File: config.mk
export PLATFORM = sky130hd
export DESIGN_NAME = spi_reg_seq
export DESIGN_NICKNAME = d
export VERILOG_FILES = /design/src/rtl/spi_reg_seq.sv
export SDC_FILE = /design/constraint.sdc
export NUM_CORES = 1
export LEC_CHECK = 0
export BUFFER_PORTS_ARGS = -buffer_cell sky130_fd_sc_hd__buf_4
export CAP_MARGIN = 20
export CORE_MARGIN = 1
export CORE_UTILIZATION = 55
export CTS_BUF_LIST = sky130_fd_sc_hd__clkbuf_16
export DETAILED_ROUTE_END_ITERATION = 10
export PLACE_DENSITY = 0.8
export SKIP_CTS_REPAIR_TIMING = 1
export SLEW_MARGIN = 20
export SYNTH_ARGS = -nofsm -noshare
export SYNTH_HDL_FRONTEND = slang
export SYNTH_SLANG_ARGS = --single-unit
File: constraint.sdc
create_clock -name clk -period 6.2 [get_ports clk]
set_input_delay 1.24 -clock clk [delete_from_list [all_inputs] [get_ports clk]]
set_output_delay 1.24 -clock clk [all_outputs]
set_load 0.02 [all_outputs]
File: src/rtl/spi_reg_seq.sv
// Register-access sequencer in front of spi_master: queues 7-bit address / 8-bit data requests,
// issues each as a 16-bit frame, waits for completion or timeout, returns one response per request.
module spi_reg_seq #(
    parameter int unsigned FIFO_DEPTH  = 4,
    parameter int unsigned TIMEOUT_CYC = 1024
) (
    input  logic                          clk,
    input  logic                          rst,
    input  logic                          req_valid,
    output logic                          req_ready,
    input  logic                          req_wr,
    input  logic [6:0]                    req_addr,
    input  logic [7:0]                    req_wdata,
    output logic                          rsp_valid,
    input  logic                          rsp_ready,
    output logic                          rsp_wr,
    output logic [6:0]                    rsp_addr,
    output logic [7:0]                    rsp_rdata,
    output logic                          rsp_err,
    output logic [15:0]                   spi_tx_data,
    output logic                          spi_tx_data_en,
    input  logic                          spi_ready,
    input  logic [7:0]                    spi_rdata,
    input  logic                          spi_rdata_valid,
    output logic                          busy,
    output logic [$clog2(FIFO_DEPTH):0]   fifo_level
);

    localparam int unsigned AW = $clog2(FIFO_DEPTH);
    localparam int unsigned LW = AW + 1;
    localparam int unsigned CW = $clog2(TIMEOUT_CYC);
    // cnt_q is cleared on the launch strobe and counts wait cycles from 0, so firing here puts
    // rsp_valid exactly TIMEOUT_CYC cycles after the strobe.
    localparam logic [CW-1:0] TmoLast = CW'(TIMEOUT_CYC - 2);
    localparam logic [LW-1:0] FullLvl = LW'(FIFO_DEPTH);

    typedef enum logic [2:0] {StIdle, StIssue, StWaitBusy, StWaitDone, StResp} state_e;

    state_e        state_q, state_d;
    logic [15:0]   mem_q [FIFO_DEPTH];
    logic [LW-1:0] wptr_q, rptr_q;
    logic [15:0]   tx_data_q, tx_data_d;
    logic [CW-1:0] cnt_q, cnt_d;
    logic          got_q, got_d;
    logic [7:0]    cap_q, cap_d;
    logic          rsp_valid_q, rsp_valid_d;
    logic          rsp_wr_q, rsp_wr_d;
    logic [6:0]    rsp_addr_q, rsp_addr_d;
    logic [7:0]    rsp_rdata_q, rsp_rdata_d;
    logic          rsp_err_q, rsp_err_d;

    logic          push, pop, empty, in_wait, got_now, done, tmo;
    logic [7:0]    cap_now;
    logic [15:0]   frame_in;

    assign fifo_level = wptr_q - rptr_q;
    assign empty      = (fifo_level == '0);
    assign req_ready  = (fifo_level != FullLvl);
    assign push       = req_valid && req_ready;
    assign frame_in   = {req_wr, req_addr, req_wr ? req_wdata : 8'h00};

    assign in_wait = (state_q == StWaitBusy) || (state_q == StWaitDone);
    assign got_now = got_q || spi_rdata_valid;
    assign cap_now = spi_rdata_valid ? spi_rdata : cap_q;
    assign done    = (state_q == StWaitDone) && spi_ready && (tx_data_q[15] || got_now);
    assign tmo     = in_wait && (cnt_q == TmoLast);

    always_comb begin
        state_d        = state_q;
        tx_data_d      = tx_data_q;
        cnt_d          = cnt_q;
        got_d          = got_q;
        cap_d          = cap_q;
        rsp_valid_d    = rsp_valid_q;
        rsp_wr_d       = rsp_wr_q;
        rsp_addr_d     = rsp_addr_q;
        rsp_rdata_d    = rsp_rdata_q;
        rsp_err_d      = rsp_err_q;
        pop            = 1'b0;
        spi_tx_data_en = 1'b0;
        case (state_q)
            StIdle: begin
                if (!empty) begin
                    pop       = 1'b1;
                    tx_data_d = mem_q[rptr_q[AW-1:0]];
                    state_d   = StIssue;
                end
            end
            StIssue: begin
                if (spi_ready) begin
                    spi_tx_data_en = 1'b1;
                    cnt_d          = '0;
                    got_d          = 1'b0;
                    cap_d          = 8'h00;
                    state_d        = StWaitBusy;
                end
            end
            StWaitBusy, StWaitDone: begin
                cnt_d = cnt_q + CW'(1);
                got_d = got_now;
                cap_d = cap_now;
                // Completion takes priority over a coincident timeout.
                if (done) begin
                    rsp_valid_d = 1'b1;
                    rsp_wr_d    = tx_data_q[15];
                    rsp_addr_d  = tx_data_q[14:8];
                    rsp_rdata_d = tx_data_q[15] ? 8'h00 : cap_now;
                    rsp_err_d   = 1'b0;
                    state_d     = StResp;
                end else if (tmo) begin
                    rsp_valid_d = 1'b1;
                    rsp_wr_d    = tx_data_q[15];
                    rsp_addr_d  = tx_data_q[14:8];
                    rsp_rdata_d = 8'h00;
                    rsp_err_d   = 1'b1;
                    state_d     = StResp;
                end else if ((state_q == StWaitBusy) && !spi_ready) begin
                    state_d = StWaitDone;
                end
            end
            StResp: begin
                if (rsp_ready) begin
                    rsp_valid_d = 1'b0;
                    state_d     = StIdle;
                end
            end
            default: state_d = StIdle;
        endcase
    end

    always_ff @(posedge clk) begin
        if (push) begin
            mem_q[wptr_q[AW-1:0]] <= frame_in;
        end
    end

    always_ff @(posedge clk) begin
        if (rst) begin
            state_q     <= StIdle;
            wptr_q      <= '0;
            rptr_q      <= '0;
            tx_data_q   <= '0;
            cnt_q       <= '0;
            got_q       <= 1'b0;
            cap_q       <= '0;
            rsp_valid_q <= 1'b0;
            rsp_wr_q    <= 1'b0;
            rsp_addr_q  <= '0;
            rsp_rdata_q <= '0;
            rsp_err_q   <= 1'b0;
        end else begin
            state_q     <= state_d;
            wptr_q      <= push ? wptr_q + LW'(1) : wptr_q;
            rptr_q      <= pop ? rptr_q + LW'(1) : rptr_q;
            tx_data_q   <= tx_data_d;
            cnt_q       <= cnt_d;
            got_q       <= got_d;
            cap_q       <= cap_d;
            rsp_valid_q <= rsp_valid_d;
            rsp_wr_q    <= rsp_wr_d;
            rsp_addr_q  <= rsp_addr_d;
            rsp_rdata_q <= rsp_rdata_d;
            rsp_err_q   <= rsp_err_d;
        end
    end

    assign spi_tx_data = tx_data_q;
    assign rsp_valid   = rsp_valid_q;
    assign rsp_wr      = rsp_wr_q;
    assign rsp_addr    = rsp_addr_q;
    assign rsp_rdata   = rsp_rdata_q;
    assign rsp_err     = rsp_err_q;
    assign busy        = (state_q != StIdle) || !empty;

endmodule

Yosys cells after proc, flatten, opt, wreduce, memory -nomap -nowiden --
Memory sizes are Yosys's and may differ from the RTL's. A register that Yosys moved wholly into a read port is not among the register bits. Cells that the tools add are included.
Word-level totals: register bits 46, RAM bits 64, bits of input ports 30, memories 1
Cells by class: $add $sub $neg 4, eq/ne operators 11, muxes and demuxes 33, bitwise logic cells 1, reductions and logical operators 23
Memory list:
- mem_q | depth 4, width 16, read ports 1, clocked after memory_dff 1, wr ports 1, RTL line 40 | logic [15:0] mem_q [FIFO_DEPTH];
Operators with widths (count):
- two-way mux 8 bit | 6
- one-hot mux 10 bit (2 select lines) | 1
- two-way mux 3 bit | 6
- one-hot mux 8 bit (2 select lines) | 1
- two-way mux 7 bit | 2
- two-way mux 1 bit | 13
- one-hot mux 3 bit (4 select lines) | 1
- adder 10 x 1 -> 10 bit, second input constant | 1
- == test 10 bit, second input constant | 1
- two-way mux 10 bit | 1
- adder 3 x 1 -> 3 bit, second input constant | 2
- == test 3 x 2 -> 1 bit, second input constant | 2
- zero test 3 bit | 2
- inequality test 2 bit, second input constant | 3
- inequality test 3 bit, second input constant | 2
- AND reduction 2 bit | 3
- nonzero test 2 bit | 3
- logical AND 1 bit | 5
- logical OR 1 bit | 4
- inequality test 4 bit, second input constant | 1
- one-hot mux 1 bit (2 select lines) | 2
- AND reduction 4 bit | 1
- == test 3 x 1 -> 1 bit, second input constant | 1
- == test 3 bit, second input constant | 1
- 6 further kinds | 7

Logic depth before layout (Yosys ltp) --
Gate-level depths: netlist of the first run.
depth after elaboration 6, depth in mapped cells 9, depth with buffers taken out 7

Worst setup path before layout of the first run --
OpenSTA, ideal clock, no wires.
kind reg-to-output, start point register wptr_q[0], end point output port busy, arrival time 1818 ps, slack 3142 ps, stages on the path, launching flop included 8, buffers on the path 0, path through dfxtp_1 > inv_1 > ha_1 > fa_1 > xor3_1 > nor2_1 > and2_1 > inv_1
On the way: word-level cells in the longest chain between the ends 4
RTL lines:
- from (decl) | RTL line 41 | logic [LW-1:0] wptr_q, rptr_q;
- from (signal assigned) | RTL line 153 | wptr_q <= push ? wptr_q + LW'(1) : wptr_q;
- subtractor 3 bit | RTL line 56 | assign fifo_level = wptr_q - rptr_q;
- net fifo_level[2] | RTL line 26 | output logic [$clog2(FIFO_DEPTH):0] fifo_level
- zero test 3 bit | RTL line 57 | assign empty = (fifo_level == '0);
- zero test 1 bit | RTL line 173 | assign busy = (state_q != StIdle) || !empty;
- logical OR 1 bit | RTL line 173
- to (decl) | RTL line 25 | output logic busy,
The timed path passes the listed nets, and every way through them passes these cells.

Final worst setup path of the first run --
start point register rptr_q[1], end point output port busy
On the way: word-level cells in the longest chain between the ends 4
RTL lines:
- from (decl) | RTL line 41
- from (signal assigned) | RTL line 154 | rptr_q <= pop ? rptr_q + LW'(1) : rptr_q;
- subtractor 3 bit | RTL line 56
- zero test 3 bit | RTL line 57
- zero test 1 bit | RTL line 173
- logical OR 1 bit | RTL line 173
Every way passes these cells.

==> results of run 1 <==
-- sequential cells by signal, summed over array words and instances (netlist names) --
name and cells:
rptr_q 3, rsp_wr 1, wptr_q 3, rsp_addr 7
spi_tx_data 16, rsp_valid 1, mem_q 64, rsp_err 1
got_q 1, rsp_rdata 8, cnt_q 10, state_q 3
cap_q 8
-- cells by family after synthesis --
| family | count (synthesis) | synth area share |
|---|---|---|
| XOR/XNOR | 7 | 0.01514 |
| AND/OR/NAND/NOR | 104 | 0.1092 |
| multiplexers | 42 | 0.1231 |
| buffers and inverters | 31 | 0.02582 |
| flip-flops | 126 | 0.6276 |
| AO/OA/AOI/OAI | 58 | 0.07522 |
| adder cells (fa/ha/maj) | 9 | 0.02383 |
-- cell usage after synthesis, drive strengths merged (2+ instances only) --
master / n / share of area
a211oi: 2 / 0.0030
a21oi: 13 / 0.014
a22oi: 8 / 0.012
a31oi: 2 / 0.0025
and2: 14 / 0.017
buf: 8 / 0.0087
clkbuf: 11 / 0.0082
dfxtp: 62 / 0.25
edfxtp: 64 / 0.38
ha: 8 / 0.020
inv: 12 / 0.0089
mux2i: 26 / 0.052
mux4: 16 / 0.072
nand2: 11 / 0.0082
nand2b: 12 / 0.015
nand3: 4 / 0.0040
nand4b: 8 / 0.014
nor2: 39 / 0.029
nor2b: 2 / 0.0025
nor3: 2 / 0.0020
o21ai: 17 / 0.017
o2bb2ai: 8 / 0.014
o31ai: 2 / 0.0030
or3: 6 / 0.0074
xnor2: 5 / 0.0087
-- worst max-delay path by stage --
stage	startpoint	end	slack (ps)	cells past startpoint
after floorplan	wptr_q[0]$_SDFFE_PP0P_	busy	3140	7
after global placement	rptr_q[1]$_SDFFE_PP0P_	busy	2870	6
after detailed placement	rptr_q[1]$_SDFFE_PP0P_	busy	2810	6
after CTS	rptr_q[1]$_SDFFE_PP0P_	busy	2380	6
after global routing	rptr_q[1]$_SDFFE_PP0P_	busy	2280	6
final	rptr_q[1]$_SDFFE_PP0P_	busy	2420	6
-- placed cells by master (no fill, tap or decap), types with 2 or more instances in the layout --
master	n
buf_4	73
edfxtp_1	64
dfxtp_1	62
nor2_1	39
mux2i_1	26
clkbuf_16	17
mux4_2	16
o21ai_0	16
and2_1	14
inv_1	13
nand2b_1	12
nand2_1	11
a21oi_1	11
a22oi_1	8
nand4b_1	8
o2bb2ai_1	8
ha_1	8
or3_1	6
xnor2_1	5
nand3_1	4
clkinvlp_4	4
clkinv_2	3
nor3_1	2
a21oi_2	2
nor2b_1	2
o31ai_1	2
a211oi_1	2
bufinv_16	2
inv_6	2
clkinv_4	2
-- area by class of cell --
| type | count | share of cell area |
|---|---|---|
| flip-flops and latches | 126 | 0.5084 |
| multi-input cells | 220 | 0.2824 |
| repair buffers | 73 | 0.08809 |
| clock buffers | 17 | 0.06838 |
| clock inverters | 15 | 0.02373 |
| well taps | 108 | 0.02172 |
| inverters | 12 | 0.007241 |
-- power by group --
part           leakage, nW  switching (mW)  internal, mW
Clock                0.274           0.358         0.589
Combinational         1.00           0.457         0.381
Sequential            1.10          0.0901          1.02
-- worst max-delay path, cell delays in order (launching register included) --
cell and delay [ps]:
dfxtp_1 920, fa_1 630, nand2_1 160, nor2_1 50, and2_1 190, inv_1 60
buf_4 130
-- metrics by stage --
stage,util,setup slack [ps],cells,area (µm²)
floorplan,-,3142,377,5040
global placement,0.6414,2874,539,5648
detailed placement,0.6414,2810,539,5648
CTS,0.7065,2378,571,6221
global route,0.7065,2279,571,6221
finish,0.7065,2422,571,6221
-- routing by layer --
metal	track usage	vias up	share of wire
li1	-	1543	-
met1	0.2667	1593	0.42
met2	0.3901	87	0.52
met3	0.06403	19	0.046
met4	0.07110	0	0.016
met5	0	-	0
==> run summary, run 1 <==
Async SR Flop Fraction: 0
Initial Util: 0.5723
worst-margin pin slew: 928.5 ps
R2R Setup Slk: 3030 ps
hold_sp: got_q$_SDFFE_PP0P_
failing checks: design-rule violations
Initial DRC Count: 169
I/O pin cnt: 70
ANT cells: 0
Filler cells: 589
clock buffer count from CTS: 17
Arr. time, crit path: 2540 ps
Power Total: 2.898 mW
first-pass GRT wire length: 16190 µm
synth warn: 0
GRT overflow: 0
GPL Wtd Cong: 0.7289
max-slew violation count: 0
WP data required: 4960 ps
Horiz. Die Dim: 97.73 µm
final hold vios: 0
Setup Total Neg Slack: 0 ps
Mapped Area: 5040 µm²
fmax: 264.7 MHz
Hold Path End: got_q$_SDFFE_PP0P_
CTS tree: built
Max IR drop VDD: 236.9 µV
routed len/inst: 17.49 µm
hold depth: 2
fraction of layout instances using a drive strength above 1: 0.2678
clock slew at reported path FFs: 50 ps
IO buf count: 69
DP HPWL: 6121 µm
area taken by multi-input logic gates: 1757 µm²
Power Density: 465.8 nW/µm²
Critical Path Start Type: flop
Mean Syn Cell Area: 13.37 µm²
H-tree depth: 4
reg2reg end: mem_q[0][0]$_DFFE_PP_
DRC: 16
DR vias/cell: 5.678
maximum root-to-sink buffer count: 2
Die Span Y: 97.73 µm
Critical Path End Type: output port
FF-to-FF path depth: 4
Final Critical Period: 3778 ps
Hold WC Path Type: flop to flop
Worst Skew: 6.292 ps
Cell Rows: 34
Root Driver: clkbuf_16
RSZ-0062 raised after global routing: false
Reg area: 3163 µm²
status: finished, violations left
Syn-to-layout area delta: 23.44%
largest net degree at the start of global routing: 56
hold slack final: 446.0 ps
DIE AREA: 9550 µm²
register area share after synthesis: 0.6276
Max Cap Violations: 0
Syn Nets: 416
R2R Path Start: rptr_q[1]$_SDFFE_PP0P_
#FFs+latches synth: 126
vias in the first global route: 3325
total core area: 8806 µm²
endpoints failing setup: 0
CP max FO: 19
Setup Crit Path Kind: flop to output port
CTS sink cnt: 126
Tot GR Track Use: 0.2232
leakage: 2.373 nW
antenna-violating nets left: 0
EDFF count, synth: 64
Synth cell types: 44
Slew headroom: 0.3797
DR pass1 iterations: 9
top_reg_cell synth: edfxtp_1
routed wire length: 9989 µm
DR vias: 3242
Final Cycle Share: 0.6094
Final nets: 489
Clock Latency Late Sink: 400 ps
Syn Inst Count: 377
initial antenna violation count: 0
Power figures use the tool's default switching activity.
==> inputs of run 2 (changes only) <==
CORE_UTILIZATION = 51   (was 55)
PLACE_DENSITY = 0.78   (was 0.8)
clock period = 3.1 ns   (was 6.2 ns; I/O delays follow)
==> run 2 against run 1 <==
The flow now finishes without violations. Die area rose by 7.7%. Sequential share of layout area down 1.1 points. Clock skew about the same. Setup slack got worse by 2200 ps. Register-to-register slack got worse by 2500 ps. Critical path type unchanged.
==> run summary, run 2 (synthesis gave the netlist of run 1 again) <==
Horiz. Die Dim: 101.4 µm
IO buf count: 69
hold_sp: req_addr[1]
cell-internal power: 4.164 mW
power share of the combinational group: 0.310
vias in the first global route: 3367
Initial DRC Count: 140
Worst Skew: 6.277 ps
largest net degree at the start of global routing: 56
leakage: 2.443 nW
Setup Crit Path Kind: flop to output port
fmax: 349.1 MHz
DIE AREA: 10280 µm²
Flop pwr share: 0.361
DR vias: 3288
DRC: 0
GRT overflow: 0
Final Critical Period: 2864 ps
FF-to-FF path depth: 7
antenna-violating nets left: 0
I/O pin cnt: 70
DP HPWL: 6375 µm
Arr. time, crit path: 2240 ps
Net Sw Frac: 0.3065
DR pass1 iterations: 5
final hold vios: 0
clock slew at reported path FFs: 60 ps
WP data required: 2480 ps
Root Driver: clkbuf_16
dpl cells: 568
commonest non-fill, non-tap cell in the layout: buf_4
R2R Path Start: wptr_q[0]$_SDFFE_PP0P_
Slew headroom: 0.4823
Hold Path End: mem_q[2][9]$_DFFE_PP_
RSZ-0062 raised after global routing: false
final instance area: 6360 µm²
GPL Wtd Cong: 0.7565
H-tree depth: 4
initial antenna violation count: 0
status: completed
max FFs per register: 64
clock buffer count from CTS: 17
CP max FO: 7
worst-margin pin slew: 770.0 ps
final cell count without fillers: 600
Die Span Y: 101.4 µm
first-pass GRT wire length: 16170 µm
Critical Path Start Type: flop
Power Density: 944.1 nW/µm²
ANT cells: 0
Initial Util: 0.5353
DR vias/cell: 5.480
routed wire length: 9985 µm
CTS sink cnt: 126
Clock Latency Late Sink: 400 ps
area of placed instances: 5759 µm²
endpoints failing setup: 0
Final Cycle Share: 0.9240
maximum root-to-sink buffer count: 2
fraction of layout instances using a drive strength above 1: 0.2845
Max IR drop VDD: 512.4 µV
Syn-to-layout area delta: 26.19%
switching pwr: 1.840 mW
CTS tree: built
total core area: 9415 µm²
Setup Total Neg Slack: 0 ps
R2R Setup Slk: 560 ps
highest-count cells in the layout ignoring fill and taps: buf_4, edfxtp_1, dfxtp_1
Max Cap Violations: 0
reg2reg end: mem_q[2][1]$_DFFE_PP_
Critical Path End Type: output port
max-slew violation count: 0
Final nets: 497
hold depth: 1
routed len/inst: 16.64 µm
Hold WC Path Type: primary input to flop
Tot GR Track Use: 0.2129
Cell Rows: 35
clock network power share: 0.329
[run 2: metal layers]
metal / share of wire / wire length [µm] / global-route usage
met5: 0 / 0 / 0
met4: 0.013 / 133 / 0.09810
met3: 0.053 / 527 / 0.05452
met2: 0.50 / 4983 / 0.3548
met1: 0.43 / 4341 / 0.2618
[run 2: area by class of cell]
| type | instances | area [µm²] |
|---|---|---|
| Sequential cell | 126 | 3164 |
| Fill cell | 667 | 3055 |
| Multi-Input combinational cell | 220 | 1760 |
| Timing Repair Buffer | 81 | 633.1 |
| Clock buffer | 17 | 425.4 |
| Clock inverter | 15 | 170.2 |
| Tap cell | 129 | 161.4 |
| Inverter | 12 | 45.04 |
[run 2: worst max-delay path by stage]
stage | slack (ps) | end | from
global route | 80 | busy | wptr_q[0]$_SDFFE_PP0P_
floorplan | 310 | mem_q[3][0]$_DFFE_PP_ | wptr_q[0]$_SDFFE_PP0P_
finish | 240 | busy | wptr_q[0]$_SDFFE_PP0P_
CTS | 80 | busy | wptr_q[0]$_SDFFE_PP0P_
global placement | 630 | mem_q[2][3]$_DFFE_PP_ | wptr_q[0]$_SDFFE_PP0P_
detailed placement | 500 | mem_q[2][3]$_DFFE_PP_ | wptr_q[0]$_SDFFE_PP0P_
[run 2: power groups by stage]
stage,clock [mW],combinational [mW],sequential [mW]
floorplan,0,1.20,2.23
detailed placement,0,1.85,2.19
CTS,2.00,1.88,2.17
global route,2.07,2.02,2.19
finish,1.98,1.86,2.17
global placement,0,1.81,2.18
[run 2: critical path: stages (launching register included)]
cell     delay [ps]
dfxtp_2         370
inv_1            90
ha_1            220
fa_2            350
xor3_2          320
nor2_1          130
and2_1          170
inv_1            50
buf_4           150
[run 2: through the flow]
stage	hold WS (ps)	power, mW	utilization	setup slack, ps
final	419.4	6.004	0.6755	235.7
after global routing	405.3	6.282	0.6755	82.53
after CTS	403.8	6.049	0.6750	76.73
after detailed placement	447.5	4.047	0.6117	501.7
after global placement	435.4	3.992	0.6117	633.5
after floorplan	426.1	3.425	-	312.9
==> inputs of run 3 (changes only) <==
ABC_AREA = 1   (was not set)
CORE_UTILIZATION = 52   (was 51)
PLACE_DENSITY = 0.79   (was 0.78)
==> run 3 against run 2 <==
Sequential power about the same. Global-route usage increased by 1.2 points. Final area up 2.0%. Via count is 24% higher. Clock power is 3% lower. Sequential cell count did not move. Total power is essentially flat. Highest routed layer unchanged. Synthesized cell count is 51% higher.
==> run summary, run 3 <==
DR vias: 4073
maximum root-to-sink buffer count: 2
CP Capture Point: busy
Initial DRC Count: 176
Critical Path End Type: output port
routed wire length: 11060 µm
Mean Syn Cell Area: 9.353 µm²
Synth cell types: 38
Max IR drop VDD: 474.9 µV
final hold vios: 0
list of most frequent post-synthesis cells: nor2_1, o21ai_0, nand2_1
I/O pin cnt: 70
fraction of layout instances using a drive strength above 1: 0.2120
register area share after synthesis: 0.5954
reg2reg end: mem_q[1][5]$_DFFE_PP_
crit-path cells: inv_1 -> ha_1 -> fa_1 -> inv_1 -> nand2_1 -> nand2_1 -> nand2_2 -> nand2_2 -> nand3_1 -> buf_4
Worst Skew: 10.13 ps
#FFs+latches synth: 126
GRT overflow: 0
antenna-violating nets left: 0
Cell Rows: 36
DR vias/cell: 5.195
Clock Latency Late Sink: 410 ps
met2 Usage GRT: 0.4072
Hold WC Path Type: primary input to flop
highest-count cells in the layout ignoring fill and taps: nor2_1, buf_4, o21ai_0
pre-CTS setup slack: 742.2 ps
leakage: 2.685 nW
worst setup path startpoint: wptr_q[0]$_SDFFE_PP0P_
Syn Nets: 607
vias in the first global route: 3883
Syn Inst Count: 568
total core area: 9819 µm²
Root Driver: clkbuf_16
initial antenna violation count: 0
Arr. time, crit path: 2140 ps
CP max FO: 4
Initial Util: 0.5410
GPL Wtd Cong: 0.8490
Tot GR Track Use: 0.2252
WP data required: 2480 ps
top cell type's share of synthesized area: 0.3618
Final nets: 677
Syn-to-layout area delta: 22.14%
fmax: 361.8 MHz
DP HPWL: 7099 µm
critical path depth in cells: 10
Power Density: 926.0 nW/µm²
DR pass1 iterations: 4
max-slew violation count: 0
top-count cell post-synth: nor2_1
final cell count without fillers: 784
synth warn: 0
busiest layer in global routing: met2
max FFs per register: 64
CTS tree: built
Slowest-stage cell, CP: fa_1
largest net degree at the start of global routing: 36
endpoints failing setup: 0
IO buf count: 69
GR Util met3: 0.04881
Synth area leaders: edfxtp_1, dfxtp_1, nor2_1
first-pass GRT wire length: 17930 µm
Async SR Flop Fraction: 0
H-tree depth: 4
top cell family by delay on the critical path: adder cells
R2R Path Start: wptr_q[0]$_SDFFE_PP0P_
DIE AREA: 10620 µm²
routed len/inst: 14.11 µm
Horiz. Die Dim: 103.1 µm
DRC: 0
Mapped Area: 5313 µm²
EDFF count, synth: 64
worst-margin pin slew: 892.5 ps
setup ws final: 335.7 ps
Setup Crit Path Kind: flop to output port
clock slew at reported path FFs: 60 ps
FF-to-FF path depth: 11
GR met1 Demand/Resource: 0.2603
status: completed
Buf+Inv Stages, Crit Path: 3
Synth area leader: edfxtp_1
commonest non-fill, non-tap cell in the layout: nor2_1
ANT cells: 0
CTS sink cnt: 126
Finished Core Util: 0.6608
hold slack final: 415.6 ps
R2R Setup Slk: 730 ps
top_reg_cell synth: edfxtp_1
Critical Path Start Type: flop
RSZ-0062 raised after global routing: false
CP max stage delay: 380 ps
clock buffer count from CTS: 17
Setup Total Neg Slack: 0 ps
Die Span Y: 103.1 µm
Final Cycle Share: 0.8917
Final Critical Period: 2764 ps
Slew headroom: 0.4044
dpl cells: 752
Max Cap Violations: 0
## run 3: changes by cell type after synthesis, moves of 18 or more
cell / delta
mux2i_1: -26
inv_1: +30
o21ai_0: +58
nor2_1: +81
nand3_1: +18
nand2_1: +61
## run 3: through the flow
step,total power [mW],area (µm²)
after floorplan,3.619,5313
after global placement,4.056,5903
after detailed placement,4.116,5903
after CTS,6.043,6489
after global routing,6.374,6489
final,6.008,6489
## run 3: logic make-up (layout without fill, tap and decap cells)
logic type,Yosys count,after routing,synth area share
buf+inv,74,157,0.06406
simple gates,239,239,0.1908
flops,126,126,0.5954
fa+ha+maj,9,9,0.02261
mux,8,8,0.01696
xor+xnor,2,2,0.003298
compound gates,110,110,0.1069
## run 3: worst min path at each step
stage / depth (start not counted) / startpoint / to / slack, ps
2_1_floorplan: 2 / cap_q[0]$_SDFFE_PP0P_ / cap_q[0]$_SDFFE_PP0P_ / 440
3_3_place_gp: 2 / rsp_rdata[0]$_SDFFE_PP0P_ / rsp_rdata[0]$_SDFFE_PP0P_ / 450
3_5_place_dp: 2 / rsp_rdata[5]$_SDFFE_PP0P_ / rsp_rdata[5]$_SDFFE_PP0P_ / 460
4_1_cts: 1 / req_addr[1] / mem_q[0][9]$_DFFE_PP_ / 400
5_1_grt: 1 / req_addr[4] / mem_q[0][12]$_DFFE_PP_ / 410
6_report: 1 / req_addr[0] / mem_q[0][8]$_DFFE_PP_ / 420
## run 3: power breakdown
| part | leakage, nW | internal (mW) | switching [mW] |
|---|---|---|---|
| clock network | 0.270 | 1.19 | 0.742 |
| logic | 1.32 | 0.617 | 1.27 |
| registers | 1.10 | 2.05 | 0.146 |
| total | 2.68 | 3.85 | 2.16 |
## run 3: metal layers
metal,part of all wire,routed length (µm),vias up
li1,-,-,2030
met1,0.41,4581,1900
met2,0.52,5699,127
met3,0.058,638,16
met4,0.013,140,0
met5,0,0,-
## run 3: cell type report
type                    count  area [µm²]
flip-flops and latches    126        3163
clock buffers              17       425.4
repair buffers             76       570.5
inverters                  49       193.9
multi-input cells         368        1809
fillers                   755        3331
well taps                 133       166.4
clock inverters            15       160.2
